### src/rtl/csr_shifter_pkg.sv
// Shared types and register map for the CSR-programmed multi-cycle shifter.
package csr_shifter_pkg;

    typedef enum logic [1:0] {
        MODE_LSL = 2'd0,
        MODE_LSR = 2'd1,
        MODE_ASR = 2'd2,
        MODE_ROR = 2'd3
    } mode_e;

    typedef enum logic {
        ST_IDLE = 1'b0,
        ST_RUN  = 1'b1
    } state_e;

    localparam logic [1:0] OFF_DATA   = 2'd0;
    localparam logic [1:0] OFF_CMD    = 2'd1;
    localparam logic [1:0] OFF_CTRL   = 2'd2;
    localparam logic [1:0] OFF_RESULT = 2'd3;

    localparam int STAT_BUSY  = 0;
    localparam int STAT_DONE  = 1;
    localparam int STAT_ERR   = 2;
    localparam int CTRL_START = 0;
    localparam int CTRL_CLEAR = 1;

endpackage

### src/rtl/csr_shifter_step.sv
// Combinational single-step shifter: moves a word by 0..STEP positions.
module shift_step
    import csr_shifter_pkg::*;
#(
    parameter int DATA_W = 32,
    parameter int STEP   = 1
) (
    input  logic [DATA_W-1:0]          data_i,
    input  mode_e                      mode_i,
    input  logic [$clog2(STEP+1)-1:0]  amt_i,
    output logic [DATA_W-1:0]          data_o
);

    logic [2*DATA_W-1:0] rot;

    assign rot = {data_i, data_i} >> amt_i;

    always_comb begin
        data_o = data_i;
        unique case (mode_i)
            MODE_LSL: data_o = data_i << amt_i;
            MODE_LSR: data_o = data_i >> amt_i;
            MODE_ASR: data_o = $signed(data_i) >>> amt_i;
            MODE_ROR: data_o = rot[DATA_W-1:0];
            default:  data_o = data_i;
        endcase
    end

endmodule

### src/rtl/csr_shifter.sv
// Memory-mapped shifter: DATA/CMD/CTRL/RESULT window, STEP bits per cycle.
module csr_shifter
    import csr_shifter_pkg::*;
#(
    parameter int          DATA_W    = 32,
    parameter int          STEP      = 1,
    parameter logic [31:0] BASE_ADDR = 32'h000000F0
) (
    input  logic        clk_i,
    input  logic        arst_n_i,
    input  logic        bus_req_i,
    input  logic        bus_we_i,
    input  logic [31:0] bus_addr_bi,
    input  logic [3:0]  bus_be_bi,
    input  logic [31:0] bus_wdata_bi,
    output logic        bus_ack_o,
    output logic        bus_resp_o,
    output logic [31:0] bus_rdata_bo,
    output logic        irq_o,
    output logic        busy_o
);

    localparam int RW = $clog2(DATA_W + 1);
    localparam int AW = $clog2(STEP + 1);
    localparam logic [RW-1:0] STEP_R = RW'(STEP);

    state_e            state_q, state_d;
    mode_e             mode_q, mode_d, op_mode_q, op_mode_d;
    logic [DATA_W-1:0] data_q, data_d, result_q, result_d;
    logic [DATA_W-1:0] work_q, work_d, work_nx;
    logic [7:0]        amt_q, amt_d;
    logic [RW-1:0]     rem_q, rem_d;
    logic              done_q, done_d, err_q, err_d;
    logic              resp_q, resp_d;
    logic [31:0]       rdata_q, rdata_d;

    logic          hit, wr, rd, last;
    logic [1:0]    off;
    logic [7:0]    n_mod, e_full;
    logic [AW-1:0] step_amt;
    logic          unused_ok;

    assign unused_ok = ^{bus_be_bi, bus_addr_bi[1:0], bus_wdata_bi};

    assign hit = bus_addr_bi[31:4] == BASE_ADDR[31:4];
    assign off = bus_addr_bi[3:2];
    assign wr  = bus_req_i & bus_we_i & hit;
    assign rd  = bus_req_i & ~bus_we_i;

    // Rotations wrap modulo width; linear shifts saturate at full width.
    assign n_mod  = 8'({24'd0, amt_q} % DATA_W);
    assign e_full = (mode_q == MODE_ROR) ? n_mod :
                    (amt_q > 8'(DATA_W)) ? 8'(DATA_W) : amt_q;

    assign last     = rem_q <= STEP_R;
    assign step_amt = last ? AW'(rem_q) : AW'(STEP);

    shift_step #(
        .DATA_W (DATA_W),
        .STEP   (STEP)
    ) u_step (
        .data_i (work_q),
        .mode_i (op_mode_q),
        .amt_i  (step_amt),
        .data_o (work_nx)
    );

    always_comb begin
        state_d   = state_q;
        mode_d    = mode_q;
        op_mode_d = op_mode_q;
        data_d    = data_q;
        result_d  = result_q;
        work_d    = work_q;
        amt_d     = amt_q;
        rem_d     = rem_q;
        done_d    = done_q;
        err_d     = err_q;
        resp_d    = rd;
        rdata_d   = '0;

        if (wr) begin
            unique case (off)
                OFF_DATA: data_d = bus_wdata_bi[DATA_W-1:0];
                OFF_CMD: begin
                    mode_d = mode_e'(bus_wdata_bi[1:0]);
                    amt_d  = bus_wdata_bi[15:8];
                end
                OFF_CTRL: begin
                    if (bus_wdata_bi[CTRL_CLEAR]) begin
                        done_d = 1'b0;
                        err_d  = 1'b0;
                    end
                    if (bus_wdata_bi[CTRL_START] && state_q == ST_RUN)
                        err_d = 1'b1;
                end
                default: ;
            endcase
        end

        // Completion is ordered after the clear so a coinciding clear loses.
        unique case (state_q)
            ST_IDLE: begin
                if (wr && off == OFF_CTRL && bus_wdata_bi[CTRL_START]) begin
                    state_d   = ST_RUN;
                    work_d    = data_q;
                    op_mode_d = mode_q;
                    rem_d     = RW'(e_full);
                    done_d    = 1'b0;
                end
            end
            ST_RUN: begin
                work_d = work_nx;
                rem_d  = rem_q - RW'(step_amt);
                if (last) begin
                    state_d  = ST_IDLE;
                    result_d = work_nx;
                    done_d   = 1'b1;
                end
            end
            default: state_d = ST_IDLE;
        endcase

        if (rd && hit) begin
            unique case (off)
                OFF_DATA:   rdata_d[DATA_W-1:0] = data_q;
                OFF_CMD: begin
                    rdata_d[1:0]  = mode_q;
                    rdata_d[15:8] = amt_q;
                end
                OFF_CTRL: begin
                    rdata_d[STAT_BUSY] = state_q == ST_RUN;
                    rdata_d[STAT_DONE] = done_q;
                    rdata_d[STAT_ERR]  = err_q;
                end
                OFF_RESULT: rdata_d[DATA_W-1:0] = result_q;
                default: ;
            endcase
        end
    end

    always_ff @(posedge clk_i or negedge arst_n_i) begin
        if (!arst_n_i) begin
            state_q   <= ST_IDLE;
            mode_q    <= MODE_LSL;
            op_mode_q <= MODE_LSL;
            data_q    <= '0;
            result_q  <= '0;
            work_q    <= '0;
            amt_q     <= '0;
            rem_q     <= '0;
            done_q    <= 1'b0;
            err_q     <= 1'b0;
            resp_q    <= 1'b0;
            rdata_q   <= '0;
        end else begin
            state_q   <= state_d;
            mode_q    <= mode_d;
            op_mode_q <= op_mode_d;
            data_q    <= data_d;
            result_q  <= result_d;
            work_q    <= work_d;
            amt_q     <= amt_d;
            rem_q     <= rem_d;
            done_q    <= done_d;
            err_q     <= err_d;
            resp_q    <= resp_d;
            rdata_q   <= rdata_d;
        end
    end

    assign bus_ack_o    = bus_req_i;
    assign bus_resp_o   = resp_q;
    assign bus_rdata_bo = rdata_q;
    assign irq_o        = done_q;
    assign busy_o       = state_q == ST_RUN;

endmodule

### config.mk
export PLATFORM = sky130hd
export DESIGN_NAME = csr_shifter
export DESIGN_NICKNAME = d
export VERILOG_FILES = /design/src/rtl/csr_shifter_pkg.sv /design/src/rtl/csr_shifter_step.sv /design/src/rtl/csr_shifter.sv
export SDC_FILE = /design/constraint.sdc
export NUM_CORES = 1
export LEC_CHECK = 0
export ABC_CLOCK_PERIOD_IN_PS = 2550
export BUFFER_PORTS_ARGS = -buffer_cell sky130_fd_sc_hd__buf_2
export CELL_PAD_IN_SITES_DETAIL_PLACEMENT = 0
export CELL_PAD_IN_SITES_GLOBAL_PLACEMENT = 1
export CORE_UTILIZATION = 45
export DETAILED_ROUTE_END_ITERATION = 8
export PLACE_DENSITY_LB_ADDON = 0.1
export SYNTH_ARGS = -nofsm -noshare
export SYNTH_HDL_FRONTEND = slang
export SYNTH_SLANG_ARGS = --single-unit
### constraint.sdc
create_clock -name clk_i -period 2.55 [get_ports clk_i]
set_clock_uncertainty 0.15 [all_clocks]
set_input_delay 0.51 -clock clk_i [delete_from_list [all_inputs] [get_ports clk_i]]
set_output_delay 0.51 -clock clk_i [all_outputs]
set_load 0.005 [all_outputs]
==> metrics.txt, run 1 <==
Final period util=94.1%; clk_lat worst skew=430 ps; Setup-failing EPs final=0; Post-synth EDFFs=0; largest net degree at the start of global routing=55; Post-Synthesis Cells=724; Seq/Total Area, Yosys=49.7%; # port buffers=101; area share of the largest cell type after synthesis=49.7%; Final Hold Viols=0; Synth Flop Type=dfrtp_1; CP Capture Type=register; Critical-path top delay cell=or4_4; cts hold-fix bufs=1; crit start category=input pin; Starting Density=46.8%; Chip Width=131 µm; core area=16100 µm²; placed cell area=8460 µm²; Top Metal Used=met4; gp weighted congestion=0.819; syn_nets=804; critical path, cell by cell=buf_2 > or4_4 > or4_4 > or2_1 > buf_12 > o311ai_0; root buffer cell=clkbuf_16; RSZ-0062 raised after global routing=no; top cell type by total area after synthesis=dfrtp_1; status=completed; Critical Path Start=bus_addr_bi[20]; CP bufs+invs=2; clk buf depth=2; PD cells=559 nW/µm²; Area contributors post-synth=dfrtp_1 50%, mux2_2 9.0%, o211ai_1 5.4%, o21ai_0 4.2%, inv_1 2.5%; Yosys cell types=56; vias after detailed routing=6139; met2 WL=9680 µm; WL/cell=18.6 µm; critical path class=in -> reg; diode count=0; cell family with most CP delay=simple AND/OR/NAND/NOR gates; TritonCTS buffer count=17; Via density=5.89; global-route wire length before repair=32700 µm; Post-CTS Setup Inserts=0; clock slew at reported path FFs=70 ps; count leader, synth=dfrtp_1; Layout Utilization=56.2%; Global Route Usage Sum=23.9%; Crit path required time=2690 ps; post-synthesis async set-or-reset flop share=100%; area growth from synthesis to layout=20.0%; H-Tree Depth=4; share of layout cells above drive strength 1=29.1%; vias in the first global route=6370; worst-case reg-to-reg path depth=5; mean post-synth cell area=10.4 µm²; CTS tree=yes; Iteration-0 DRC Markers=524; slew margin rel.=63.7%; met1 wire length=8700 µm; GRT overflow=0; DRT antenna net count=0; Yosys Warn Count=0; Layout Nets=894; post-synthesis cell area=7550 µm²; DRC violations left=0; CTS-repair resized insts=0; crit path time final=2400 ps; num rows=46; Final Instance Area=9060 µm²; HP Start=bus_wdata_bi[31]; Reg2Reg Launch Point=rem_q[2]; actual slew at the worst max-slew pin=544 ps; Worst Path Arrival=2540 ps; Worst Hold Class=in -> reg; die height=131 µm; # IOs=108; max cap viols=0; CP most frequent cell=or4_4; Met3 Routed Length=730 µm; VDD IR-drop max=0.486 mV; worst hold path depth=2; #FFs+latches synth=150; clk sinks=150; Filler Cell Count=1427; DPL Wire Length=13000 µm; max-slew violation count=0; max incr delay on CP=580 ps; fmax=0.417 GHz; Final Power=5.06 mW; final WL=19400 µm; LEAKAGE=4.21 nW; Non-Filler Instances=1043; Total Die Area=17300 µm²; DP Cell Count=1010; worst-path maximum fanout=34; Crit path depth=6; antenna violations before repair=0; Post-synth top cells=150 x dfrtp_1, 63 x o21ai_0, 60 x mux2_2; drt first pass iters=6
[through the flow]
stage | setup TNS [ps] | hold WS, ps | setup WS, ps
2_1_floorplan | -202 | 64.4 | -26.1
3_3_place_gp | -4710 | 317 | -171
3_5_place_dp | -6530 | 324 | -292
4_1_cts | 0 | 143 | 152
5_1_grt | 0 | 141 | 125
6_report | 0 | 155 | 152
[metal layers]
metal	track usage [%]	up-vias
li1	-	2850
met1	31.1	3113
met2	39.3	158
met3	4.86	18
met4	8.53	0
met5	0	-
[logic make-up (layout without fill, tap and decap cells)]
kind of cell	count (synthesis)	after routing	share of synthesized area, %
XOR/XNOR	2	2	0.232
multiplexers	76	76	11.1
AND/OR/NAND/NOR	172	172	12.1
AO/OA/AOI/OAI	204	204	19.5
buffers and inverters	112	215	6.04
flip-flops	150	150	49.7
adder cells (fa/ha/maj)	8	8	1.33
[report_power, final]
part | internal [mW] | switching (mW) | total, mW
Combinational | 0.0598 | 0.104 | 0.164
Sequential | 2.38 | 0.000205 | 2.38
Clock | 1.48 | 1.04 | 2.51
[final timing paths]
check	slack, ps	endpoint
hold / removal	150	data_q[31]
setup reg to reg	520	result_q[14]
hold reg to reg	330	result_q[18]
setup / recovery	150	work_q[2]
min in group asynchronous	470	bus_resp_o
max in group asynchronous	1100	work_q[10]
[cells in the final DEF, fill, tap and decap left out, drive strengths merged, types with 9 or more instances in the layout]
cell	count
clkbuf	19
a222oi	11
nand3b	16
nor2	40
mux2i	16
mux2	60
dfrtp	150
inv	54
o211ai	54
nand2	44
buf	132
a22oi	22
o211a	9
o311ai	22
nand3	21
o21ai	64
nor4	15
[sequential cells by signal (all words and copies together) (netlist names)]
register,cells
bus_resp_o,1
busy_o,1
err_q,1
bus_rdata_bo,32
op_mode_q,2
result_q,32
data_q,32
irq_o,1
rem_q,6
work_q,32
amt_q,8
mode_q,2
[final cells by class]
cell class,count,area [µm²],area share (%)
Clock buffer,19,443,4.89
Clock inverter,13,146,1.62
Inverter,50,188,2.07
Multi-Input combinational cell,462,3360,37.1
Sequential cell,150,3750,41.5
Tap cell,216,270,2.98
Timing Repair Buffer,133,892,9.85
(Power assumes the default switching activity.)
==> run 2: changes to the inputs <==
Settings changed: ABC_CLOCK_PERIOD_IN_PS 2550 to 2300, SLEW_MARGIN set to 20.
Clock period 2.55 ns to 2.3 ns, I/O delays scaled along.
==> run 2 against run 1 <==
Against the previous run:
- the run now ends with negative setup slack left
- combinational power grew 16%
- utilization is 0.89 points higher
- worst hold slack got worse by 47 ps
- clock power rose by 17%
- critical path type unchanged
- critical endpoint is now work_q[26]
- largest power group unchanged
- highest routed layer unchanged
==> metrics.txt, run 2 (synthesis results as in run 1) <==
Starting Density=46.8% (unchanged); die height=131 µm (unchanged); status=finished with violations (was completed); Via density=5.79 (was 5.89); DPL Wire Length=13200 µm (was 13000 µm); commonest non-fill, non-tap cell in the layout=dfrtp_1 (unchanged); worst hold path depth=2 (unchanged); slew margin rel.=61.9% (was 63.7%); LEAKAGE=4.28 nW (was 4.21 nW); # port buffers=101 (unchanged); failing checks=negative setup slack; sequential share of power=45.8% (was 47.1%); DRT antenna net count=0 (unchanged); Critical Path Start=bus_addr_bi[20] (unchanged); Total Die Area=17300 µm² (unchanged); met2 GRT Util=39.9% (was 39.3%); WL/cell=18.9 µm (was 18.6 µm); core area=16100 µm² (unchanged); M1 GR Usage=31.2% (was 31.1%); Crit path required time=2430 ps (was 2690 ps); CP Capture Type=register (unchanged); num rows=46 (unchanged); Final period util=101%; gp weighted congestion=0.830 (was 0.819); root buffer cell=clkbuf_16 (unchanged); placed cell area=8540 µm² (was 8460 µm²); final setup TNS=-14.6 ps (was 0 ps); VDD IR-drop max=0.571 mV (was 0.486 mV); Worst Path Arrival=2440 ps (was 2540 ps); Int Power=4.45 mW (was 3.92 mW); HP Start=bus_wdata_bi[3] (was bus_wdata_bi[31]); worst-case reg-to-reg path depth=5 (unchanged); Global Route Usage Sum=23.8% (was 23.9%); vias in the first global route=6373 (was 6370); clk buf depth=2 (unchanged); largest net degree at the start of global routing=61 (was 55); critical path class=in -> reg (unchanged); # IOs=108 (unchanged); clk_lat worst skew=430 ps (about the same); Chip Width=131 µm (unchanged); final WL=19900 µm (was 19400 µm); layer with the highest usage=met2 (unchanged); Logic pwr share=3.3% (was 3.2%); actual slew at the worst max-slew pin=572 ps (was 544 ps); vias after detailed routing=6098 (was 6139); setup ws final=-14.6 ps (was 152 ps); Setup-failing EPs final=1 (was 0); global-route wire length before repair=32900 µm (was 32700 µm); Reg2Reg Launch Point=rem_q[4] (was rem_q[2]); TritonCTS buffer count=17 (unchanged); crit start category=input pin (unchanged); share of layout cells above drive strength 1=30.5% (was 29.1%); drt first pass iters=5 (was 6); clock slew at reported path FFs=70 ps (about the same); max-slew violation count=0 (unchanged); Final Hold Viols=0 (unchanged); GRT overflow=0 (unchanged); diode count=0 (unchanged); fmax=0.432 GHz; DP Cell Count=1020 (was 1010); clock group share of total power=50.9% (was 49.7%); Net Switching=1.31 mW (was 1.14 mW); Worst Hold Class=in -> reg (unchanged); worst slack, placed=-473 ps (was -292 ps); worst-path maximum fanout=12 (was 34); antenna violations before repair=0 (unchanged); highest-count cells in the layout ignoring fill and taps=149 x dfrtp_1, 100 x buf_2, 63 x o21ai_0 (unchanged); H-Tree Depth=4 (unchanged); area growth from synthesis to layout=21.9% (was 20.0%); Net Sw Frac=22.8% (was 22.5%); PD cells=626 nW/µm² (was 559 nW/µm²); DRC violations left=0 (unchanged); area occupied by multi-input gates=3380 µm² (was 3360 µm²); Non-Filler Instances=1054 (was 1043); Iteration-0 DRC Markers=487 (was 524); Filler Cell Count=1406 (was 1427); met3 usage=3.86% (was 4.86%); Layout Nets=905 (was 894); Final Instance Area=9200 µm² (was 9060 µm²); Layout Utilization=57.1% (was 56.2%); max cap viols=0 (unchanged); clk sinks=150 (unchanged); Register Area=3750 µm² (unchanged); crit path time final=2310 ps; CTS tree=yes (unchanged)
==> run 2: area by class of cell <==
class,count,share of cell area (%)
Sequential cell,150,40.8
Clock inverter,15,2.08
Multi-Input combinational cell,462,36.7
Clock buffer,17,4.62
Timing Repair Buffer,144,10.8
Tap cell,216,2.94
Inverter,50,2.04
==> run 2: routing by layer <==
metal | vias to the layer above | part of all wire (%) | routed length (µm)
met1 | 3077 | 46 | 9120
met3 | 27 | 3.0 | 605
met5 | - | 0 | 0
li1 | 2868 | - | -
met4 | 0 | 1.5 | 297
met2 | 126 | 50 | 9890
==> run 2: worst paths after layout <==
kind / to / slack (ps)
max: work_q[26] / -10
min: data_q[3] / 110
max reg2reg: result_q[16] / 230
min reg2reg: result_q[28] / 330
max in group asynchronous: amt_q[3] / 920
min in group asynchronous: bus_resp_o / 380
==> run 2: repair_timing <==
action,in CTS,in global routing
hold endpoints to repair,45,0
resized for setup,1,5
buffers inserted,0,0
cloned,0,1
pin swaps,0,0
endpoints found under the setup margin,1,5
hold buffers,1,0
==> run 2: worst max-delay path: stages <==
cell,delay [ps]
buf_2,100
or4_4,540
or4_4,590
buf_4,200
buf_12,150
o211ai_1,230
o311ai_2,170
==> run 2: per-stage QoR <==
stage / power (mW) / hold WS, ps
after floorplan: 2.72 / 14.4
after global placement: 2.87 / 274
after detailed placement: 2.88 / 277
after CTS: 5.82 / 96.4
after global routing: 5.96 / 98.0
final: 5.76 / 107
==> run 2: power by group through the flow <==
stage | Clock [mW] | Combinational (mW) | Sequential (mW)
floorplan | 0 | 0.0346 | 2.69
detailed placement | 0 | 0.192 | 2.69
global route | 3.11 | 0.213 | 2.64
global placement | 0 | 0.187 | 2.69
CTS | 2.99 | 0.193 | 2.64
finish | 2.93 | 0.190 | 2.64
==> run 3: changes to the inputs <==
Settings changed: BUFFER_PORTS_ARGS -buffer_cell sky130_fd_sc_hd__buf_2 to -buffer_cell sky130_fd_sc_hd__buf_4.
==> run 3 against run 2 <==
Against the previous run:
- the run now ends clean
- highest routed layer unchanged
- sequential share of layout area down 0.78 points
- total power decreased by 3.4%
- global-route usage up 0.43 points
- register-to-register slack better by 70 ps
- worst setup slack improved by 38 ps
- design area increased by 2.0%
- first-iteration DRC count rose by 0.21%
- utilization grew 1.1 points
- cell count hardly changed
- critical path depth decreased by 1
- fmax is 1.7% higher
- flip-flop and latch count did not move
==> metrics.txt, run 3 (synthesis results as in run 1) <==
LEAKAGE=4.30 nW (was 4.28 nW); clk_lat worst skew=420 ps (was 430 ps); worst-path maximum fanout=34 (was 12); antenna violations before repair=0 (unchanged); final WL=19800 µm (was 19900 µm); DRC violations left=0 (unchanged); DPL Wire Length=13300 µm (was 13200 µm); DRT antenna net count=0 (unchanged); Total Die Area=17300 µm² (unchanged); Final period util=99.0% (was 101%); Crit path required time=2460 ps (was 2430 ps); gp weighted congestion=0.840 (was 0.830); core area=16100 µm² (unchanged); max cap viols=0 (unchanged); global-route wire length before repair=33500 µm (was 32900 µm); CTS tree=yes (unchanged); area growth from synthesis to layout=24.3% (was 21.9%); diode count=0 (unchanged); commonest non-fill, non-tap cell in the layout=dfrtp_1 (unchanged); vias in the first global route=6440 (was 6373); vias after detailed routing=6177 (was 6098); clock slew at reported path FFs=60 ps (was 70 ps); clk sinks=150 (unchanged); Starting Density=46.8% (unchanged); Final Hold Viols=0 (unchanged); actual slew at the worst max-slew pin=622 ps (was 572 ps); Worst Path Arrival=2440 ps (about the same); # IOs=108 (unchanged); Global Route Usage Sum=24.2% (was 23.8%); PD cells=593 nW/µm² (was 626 nW/µm²); crit path time final=2280 ps (was 2310 ps); status=completed (was finished with violations); crit start category=input pin (unchanged); WL/cell=18.8 µm (was 18.9 µm); CP Capture Type=register (unchanged); drt first pass iters=7 (was 5); TritonCTS buffer count=17 (unchanged); slew margin rel.=58.5% (was 61.9%); Post-CTS Setup Inserts=0 (unchanged); max-slew violation count=0 (unchanged); Layout Utilization=58.2% (was 57.1%); Chip Width=131 µm (unchanged); Iteration-0 DRC Markers=488 (was 487); highest-count cells in the layout ignoring fill and taps=149 x dfrtp_1, 133 x buf_4, 63 x o21ai_0 (was 149 x dfrtp_1, 100 x buf_2, 63 x o21ai_0); VDD IR-drop max=0.508 mV (was 0.571 mV); GRT overflow=0 (unchanged); H-Tree Depth=4 (unchanged); Non-Filler Instances=1055 (was 1054); DP Cell Count=1022 (was 1020); critical path class=in -> reg (unchanged); Worst Hold Class=in -> reg (unchanged); Setup-failing EPs final=0 (was 1); RSZ-0062 raised after global routing=yes; root buffer cell=clkbuf_16 (unchanged); Via density=5.85 (was 5.79); share of layout cells above drive strength 1=30.6% (was 30.5%); largest net degree at the start of global routing=53 (was 61); die height=131 µm (unchanged); clk buf depth=2 (unchanged); num rows=46 (unchanged); Layout Nets=906 (was 905); # port buffers=101 (unchanged); fmax=0.439 GHz (was 0.432 GHz)
run 3: final timing paths:
path | end | startpoint | slack, ps | cells past startpoint
max | work_q[1] | bus_addr_bi[20] | 20 | 6
min | bus_resp_o | bus_we_i | 100 | 2
max reg2reg | rem_q[2] | rem_q[2] | 300 | 7
min reg2reg | result_q[28] | result_q[28] | 330 | 2
max in group asynchronous | result_q[12] | arst_n_i | 1020 | 3
min in group asynchronous | bus_resp_o | arst_n_i | 250 | 2
run 3: power by group:
| part | internal [mW] | switching (mW) | total, mW | leakage, nW |
|---|---|---|---|---|
| Clock | 1.56 | 1.14 | 2.70 | 0.278 |
| Sequential | 2.64 | 0.000193 | 2.64 | 1.94 |
| Combinational | 0.105 | 0.118 | 0.223 | 2.08 |
| Total | 4.30 | 1.26 | 5.57 | 4.30 |
run 3: through the flow:
step                area [µm²]  total power, mW  hold slack (ps)  setup WS, ps  setup TNS, ps
floorplan                 7560             2.72             14.4          -226         -10490
global placement          8770             2.91              118          -379         -24150
detailed placement        8770             2.91              118          -431         -27650
CTS                       9360             5.63             90.4          4.39              0
global route              9380             5.76             93.4         -12.9          -23.8
finish                    9380             5.57              103          23.5              0
run 3: worst max-delay path, cell delays in order:
cell	delay, ps
buf_4	110
or4_4	530
or4_4	600
or2_4	260
buf_12	180
o311ai_0	290
run 3: what timing repair did:
action	in CTS	in global routing
hold endpoints to repair	107	0
endpoints found under the setup margin	0	8
resized for setup	0	6
hold buffers	1	0
run 3: routing by layer:
metal / GRT usage (%) / vias up / wire length (µm)
met2: 40.5 / 159 / 9830
met1: 31.7 / 3123 / 8930
met5: 0 / - / 0
li1: - / 2874 / -
met3: 4.86 / 21 / 795
met4: 6.72 / 0 / 242
run 3: cell type report:
cell class,count,area [µm²]
clock buffers,19,453
multi-input cells,462,3380
repair buffers,145,1210
well taps,216,270
flip-flops and latches,150,3750
fillers,1394,6730
clock inverters,13,123
inverters,50,188
